### src/rtl/sort_pkg.sv
// Shared constants and state encoding for the register-file sort reader.
package sort_pkg;
  localparam int DW         = 4;
  localparam int N          = 8;
  localparam int IW         = 3;
  localparam int NUM_PHASES = N;

  typedef enum logic [1:0] {IDLE, SORT, STREAM} state_e;
endpackage

### src/rtl/sort_cas.sv
// Compare-and-swap cell: lo/hi come out in the requested order, ties pass through.
module sort_cas
  import sort_pkg::*;
(
  input  logic [DW-1:0] a,
  input  logic [DW-1:0] b,
  input  logic          desc,
  output logic [DW-1:0] lo,
  output logic [DW-1:0] hi
);
  logic swap;

  assign swap = desc ? (a < b) : (a > b);
  assign lo   = swap ? b : a;
  assign hi   = swap ? a : b;
endmodule

### src/rtl/sort_reader.sv
// Snapshots eight register-file entries, sorts them with an odd-even
// transposition network (one phase per cycle), then streams them out.
module sort_reader
  import sort_pkg::*;
(
  input  logic          clk,
  input  logic          rst_n,
  input  logic          start,
  input  logic          desc,
  input  logic [DW-1:0] zero,
  input  logic [DW-1:0] one,
  input  logic [DW-1:0] two,
  input  logic [DW-1:0] three,
  input  logic [DW-1:0] four,
  input  logic [DW-1:0] five,
  input  logic [DW-1:0] six,
  input  logic [DW-1:0] seven,
  output logic          busy,
  output logic          out_valid,
  input  logic          out_ready,
  output logic [DW-1:0] out_data,
  output logic [IW-1:0] out_idx,
  output logic          out_last,
  output logic          done
);
  state_e                 state_q, state_d;
  logic [N-1:0][DW-1:0]   arr_q, arr_d;
  logic [N-1:0][DW-1:0]   ent, even_nx, odd_nx;
  logic [IW-1:0]          phase_q, phase_d;
  logic [IW-1:0]          ptr_q, ptr_d;
  logic                   desc_q, desc_d;
  logic                   done_q, done_d;

  assign ent = {seven, six, five, four, three, two, one, zero};

  // Dedicated cells per phase parity; the odd phase leaves both ends untouched.
  for (genvar g = 0; g < N/2; g++) begin : g_even
    sort_cas u_cas (
      .a(arr_q[2*g]), .b(arr_q[2*g+1]), .desc(desc_q),
      .lo(even_nx[2*g]), .hi(even_nx[2*g+1])
    );
  end

  for (genvar g = 0; g < N/2-1; g++) begin : g_odd
    sort_cas u_cas (
      .a(arr_q[2*g+1]), .b(arr_q[2*g+2]), .desc(desc_q),
      .lo(odd_nx[2*g+1]), .hi(odd_nx[2*g+2])
    );
  end
  assign odd_nx[0]   = arr_q[0];
  assign odd_nx[N-1] = arr_q[N-1];

  always_comb begin
    state_d = state_q;
    arr_d   = arr_q;
    phase_d = phase_q;
    ptr_d   = ptr_q;
    desc_d  = desc_q;
    done_d  = 1'b0;
    case (state_q)
      IDLE: begin
        if (start) begin
          arr_d   = ent;
          desc_d  = desc;
          phase_d = '0;
          state_d = SORT;
        end
      end
      SORT: begin
        arr_d   = phase_q[0] ? odd_nx : even_nx;
        phase_d = phase_q + 1'b1;
        if (phase_q == IW'(NUM_PHASES-1)) begin
          phase_d = '0;
          ptr_d   = '0;
          state_d = STREAM;
        end
      end
      STREAM: begin
        if (out_ready) begin
          if (ptr_q == IW'(N-1)) begin
            ptr_d   = '0;
            done_d  = 1'b1;
            state_d = IDLE;
          end else begin
            ptr_d = ptr_q + 1'b1;
          end
        end
      end
      default: state_d = IDLE;
    endcase
  end

  always_ff @(posedge clk or negedge rst_n) begin
    if (!rst_n) begin
      state_q <= IDLE;
      arr_q   <= '0;
      phase_q <= '0;
      ptr_q   <= '0;
      desc_q  <= 1'b0;
      done_q  <= 1'b0;
    end else begin
      state_q <= state_d;
      arr_q   <= arr_d;
      phase_q <= phase_d;
      ptr_q   <= ptr_d;
      desc_q  <= desc_d;
      done_q  <= done_d;
    end
  end

  // Data is gated so the bus reads zero whenever no beat is offered.
  assign busy      = (state_q != IDLE);
  assign out_valid = (state_q == STREAM);
  assign out_data  = out_valid ? arr_q[ptr_q] : '0;
  assign out_idx   = ptr_q;
  assign out_last  = out_valid && (ptr_q == IW'(N-1));
  assign done      = done_q;
endmodule

### config.mk
export PLATFORM = sky130hd
export DESIGN_NAME = sort_reader
export DESIGN_NICKNAME = d
export VERILOG_FILES = /design/src/rtl/sort_pkg.sv /design/src/rtl/sort_cas.sv /design/src/rtl/sort_reader.sv
export SDC_FILE = /design/constraint.sdc
export NUM_CORES = 1
export LEC_CHECK = 0
export CAP_MARGIN = 40
export CORE_UTILIZATION = 40
export CTS_BUF_LIST = sky130_fd_sc_hd__clkbuf_8
export DETAILED_ROUTE_END_ITERATION = 8
export PLACE_DENSITY_LB_ADDON = 0.15
export SYNTH_ARGS = -nofsm -noshare
export SYNTH_HDL_FRONTEND = slang
export SYNTH_HIERARCHICAL = 1
export SYNTH_SLANG_ARGS = --single-unit
export TNS_END_PERCENT = 1
### constraint.sdc
create_clock -name clk -period 2.17 [get_ports clk]
set_input_delay 0.651 -clock clk [delete_from_list [all_inputs] [get_ports clk]]
set_output_delay 0.651 -clock clk [all_outputs]
set_load 0.01 [all_outputs]
==> flow_summary_export.csv <==
group,metric,value,unit
timing,min_period_over_period,1.10,
clocking,clock_latency,0.33,ns
setup_path,rr_worst_depth,9,
detailed_routing,ant_nets,0,
floorplan,fp.dieW,113,microns
clocking,root_buffer,"clkbuf_8",
timing,maxSlewHeadroom,0.723,
setup_path,worstPathMaxFanout,3,
layout,finalNonFillerCells,828,
setup_path,critical_path_required,2.38,ns
setup_path,r2r_start,"arr_q[9]$_DFFE_PN0P_",
global_route,track_usage,0.235,
detailed_routing,vias,4641,
floorplan,dieArea,12700,sq um
clocking,postCtsHoldBufs,0,
detailed_routing,wl_per_cell,17.1,microns
detailed_routing,detail_route.iter0.violations,181,
run,maxCapViolCount,0,
clocking,path_clk_slew,0.09,ns
floorplan,rows,40,
setup_path,endpoint_kind,"flip-flop",
setup_path,arrival,2.60,ns
yosys,ys_seq_elements,42,
setup_path,cp_slowest_cell,"dfrtp_2",
detailed_routing,first_pass_iters,4,
clocking,tritoncts,"yes",
setup_path,path_cells,"ha_1 -> nor2b_4 -> o211ai_4 -> a21bo_4 -> mux2_4 -> mux2_4 -> nor2b_1 -> a211oi_2 -> o31ai_1",
timing,period_needed,2.39,ns
min_path,hold_path_class,"in2async",
global_route,grt_pass1_vias,4856,
status,status,"finished with violations",
global_route,grt_max_degree,50,
setup_path,ff2ff_setup_slack,-0.22,ns
setup_path,critPathTopFamily,"compound AO/OA/AOI/OAI gates",
floorplan,design.core.area,12000,sq um
timing,finClkSkew,0.00888,ns
global_route,grt_pass1_wl,23700,microns
detailed_routing,routed_wl,14100,microns
setup_path,start_kind,"flip-flop",
layout,layout.nets,749,
setup_path,timing.rr.end,"arr_q[12]$_DFFE_PN0P_",
setup_path,worst-path-buf-inv,0,
setup_path,crit_path_frequent_cell,"mux2_4",
timing,worst_pin_slew,0.415,ns
yosys,synth_nets,626,
setup_path,cpPeakStageDelay,0.44,ns
yosys,synthArstFlopShare,1.00,
timing,hold_viol_final,0,
clocking,cts_buffers,5,
yosys,synth_area,4900,sq um
timing,maxSlewViolCount,0,
timing,setup_viol,27,
global_route,antenna_found_initial,0,
floorplan,die_height,113,microns
place,place_ws,-0.287,ns
yosys,synth_cell_type_count,39,
place,placed_cells,819,
yosys,synth_edf_count,0,
yosys,ys_seq_area_frac,0.215,
detailed_routing,vias_per_cell,5.61,
floorplan,ios,48,
layout,drive_gt1_frac,0.326,
yosys,synthFlopType,"dfrtp_1",
layout,fillerInstances,1096,
place,gp_congestion,0.804,
status,violations,"negative setup slack",
clocking,h-tree-depth,2,
timing,whs,0.280,ns
global_route,grt_remaining_overflow,0,
setup_path,critPathKind,"reg2reg",
clocking,cts.sinks,42,
yosys,synth_warnings,6,
clocking,cts_max_path_buffers,2,
place,hpwl,10400,microns
timing,setup_slack,-0.218,ns
layout,area_growth,32.4,%
yosys,syn_area_per_cell,8.80,sq um
detailed_routing,drcViolationCount,0,
timing,fmax,419,MHz
yosys,synthCells,557,
timing,grt_setup_unrepaired,"true",
layout,antennaDiodeCount,0,
place,io_buffer_count,47,
floorplan,initial_core_util,0.410,
## registers in the layout, indices dropped and copies added, names as in the netlist
signal   flops
arr_q       32
desc_q       1
done         1
out_idx      3
phase_q      3
state_q      2
## what timing repair did
item,4_1_cts,5_1_grt
gates resized for setup,45,16
gates cloned,0,0
pin swaps,6,3
setup buffers,1,0
endpoints found under the setup margin,37,36
## final cells by class
| class | instances | area [sq um] | share of cell area |
|---|---|---|---|
| Multi-Input combinational cell | 456 | 3760 | 0.579 |
| Sequential cell | 42 | 1070 | 0.165 |
| Clock inverter | 3 | 41.3 | 0.00636 |
| Clock buffer | 5 | 68.8 | 0.0106 |
| Inverter | 29 | 109 | 0.0168 |
| Tap cell | 147 | 184 | 0.0284 |
| Timing Repair Buffer | 146 | 1250 | 0.193 |
## routing by layer
layer  part of all wire  track usage
met3              0.031       0.0329
met4              0.017       0.0809
met1               0.45        0.282
met2               0.50        0.430
met5                  0            0
## how the worst max path moves through the flow
stage / slack (ns) / cells past startpoint / end / startpoint
floorplan: -0.13 / 10 / arr_q[9]$_DFFE_PN0P_ / arr_q[13]$_DFFE_PN0P_
global route: -0.29 / 10 / arr_q[18]$_DFFE_PN0P_ / arr_q[21]$_DFFE_PN0P_
finish: -0.22 / 9 / arr_q[12]$_DFFE_PN0P_ / arr_q[9]$_DFFE_PN0P_
CTS: -0.22 / 10 / arr_q[12]$_DFFE_PN0P_ / arr_q[13]$_DFFE_PN0P_
detailed placement: -0.29 / 9 / arr_q[25]$_DFFE_PN0P_ / arr_q[25]$_DFFE_PN0P_
global placement: -0.22 / 10 / arr_q[12]$_DFFE_PN0P_ / arr_q[13]$_DFFE_PN0P_
## stage by stage
stage / utilization / area [sq um] / TNS, ns
detailed placement: 0.523 / 6250 / -5.54
global placement: 0.523 / 6250 / -4.05
global route: 0.542 / 6490 / -6.80
CTS: 0.538 / 6430 / -4.28
finish: 0.542 / 6490 / -3.75
floorplan: - / 4940 / -2.16
## synthesized netlist by cell type, types with 2 or more instances
master     n  area share
a211oi_1  25       0.038
a21bo_4    7       0.023
a21boi_0   7       0.011
a21o_1     7       0.011
a21oi_1   45       0.046
a22o_1     7       0.013
a22oi_1   39       0.060
and4_1     4      0.0071
buf_2     10       0.010
buf_4      5      0.0077
clkbuf_1  15       0.011
dfrtp_1   42        0.21
ha_1      32       0.082
inv_1     29       0.022
mux2_4    28       0.086
mux2i_1   51        0.10
nand2_1   72       0.055
nand2_2    7      0.0089
nand2b_1   2      0.0026
nand3_1    5      0.0051
nand3b_1   2      0.0031
nand4_1    7      0.0089
nor2_1    28       0.021
nor2b_1   27       0.034
nor2b_4    7       0.020
o211ai_4   7       0.030
o21ai_0    2      0.0020
o21bai_1   2      0.0031
o31ai_1   26       0.040
## cells in the final DEF (no fill, tap or decap), types with 8 or more instances in the layout
cell type,instances
o31ai_1,26
nor2b_1,26
a211oi_1,17
inv_1,28
a22oi_1,39
ha_1,26
mux2i_1,49
clkdlybuf4s50_1,39
buf_4,91
nor2_1,28
dfrtp_2,17
mux2_4,28
a211oi_2,8
nand2_1,72
dfrtp_1,25
a21oi_1,38
## cells by family (layout without fill, tap and decap cells)
| family | Yosys count | after routing | synth area share |
|---|---|---|---|
| AO/OA/AOI/OAI | 176 | 176 | 0.280 |
| adder cells (fa/ha/maj) | 32 | 32 | 0.0817 |
| buffers and inverters | 59 | 183 | 0.0516 |
| flip-flops | 42 | 42 | 0.215 |
| multiplexers | 80 | 80 | 0.192 |
| AND/OR/NAND/NOR | 168 | 168 | 0.180 |
Power is left out: the tool's default activity adds up to more than one toggle a clock period on the data nets, which glitch-free logic cannot reach.
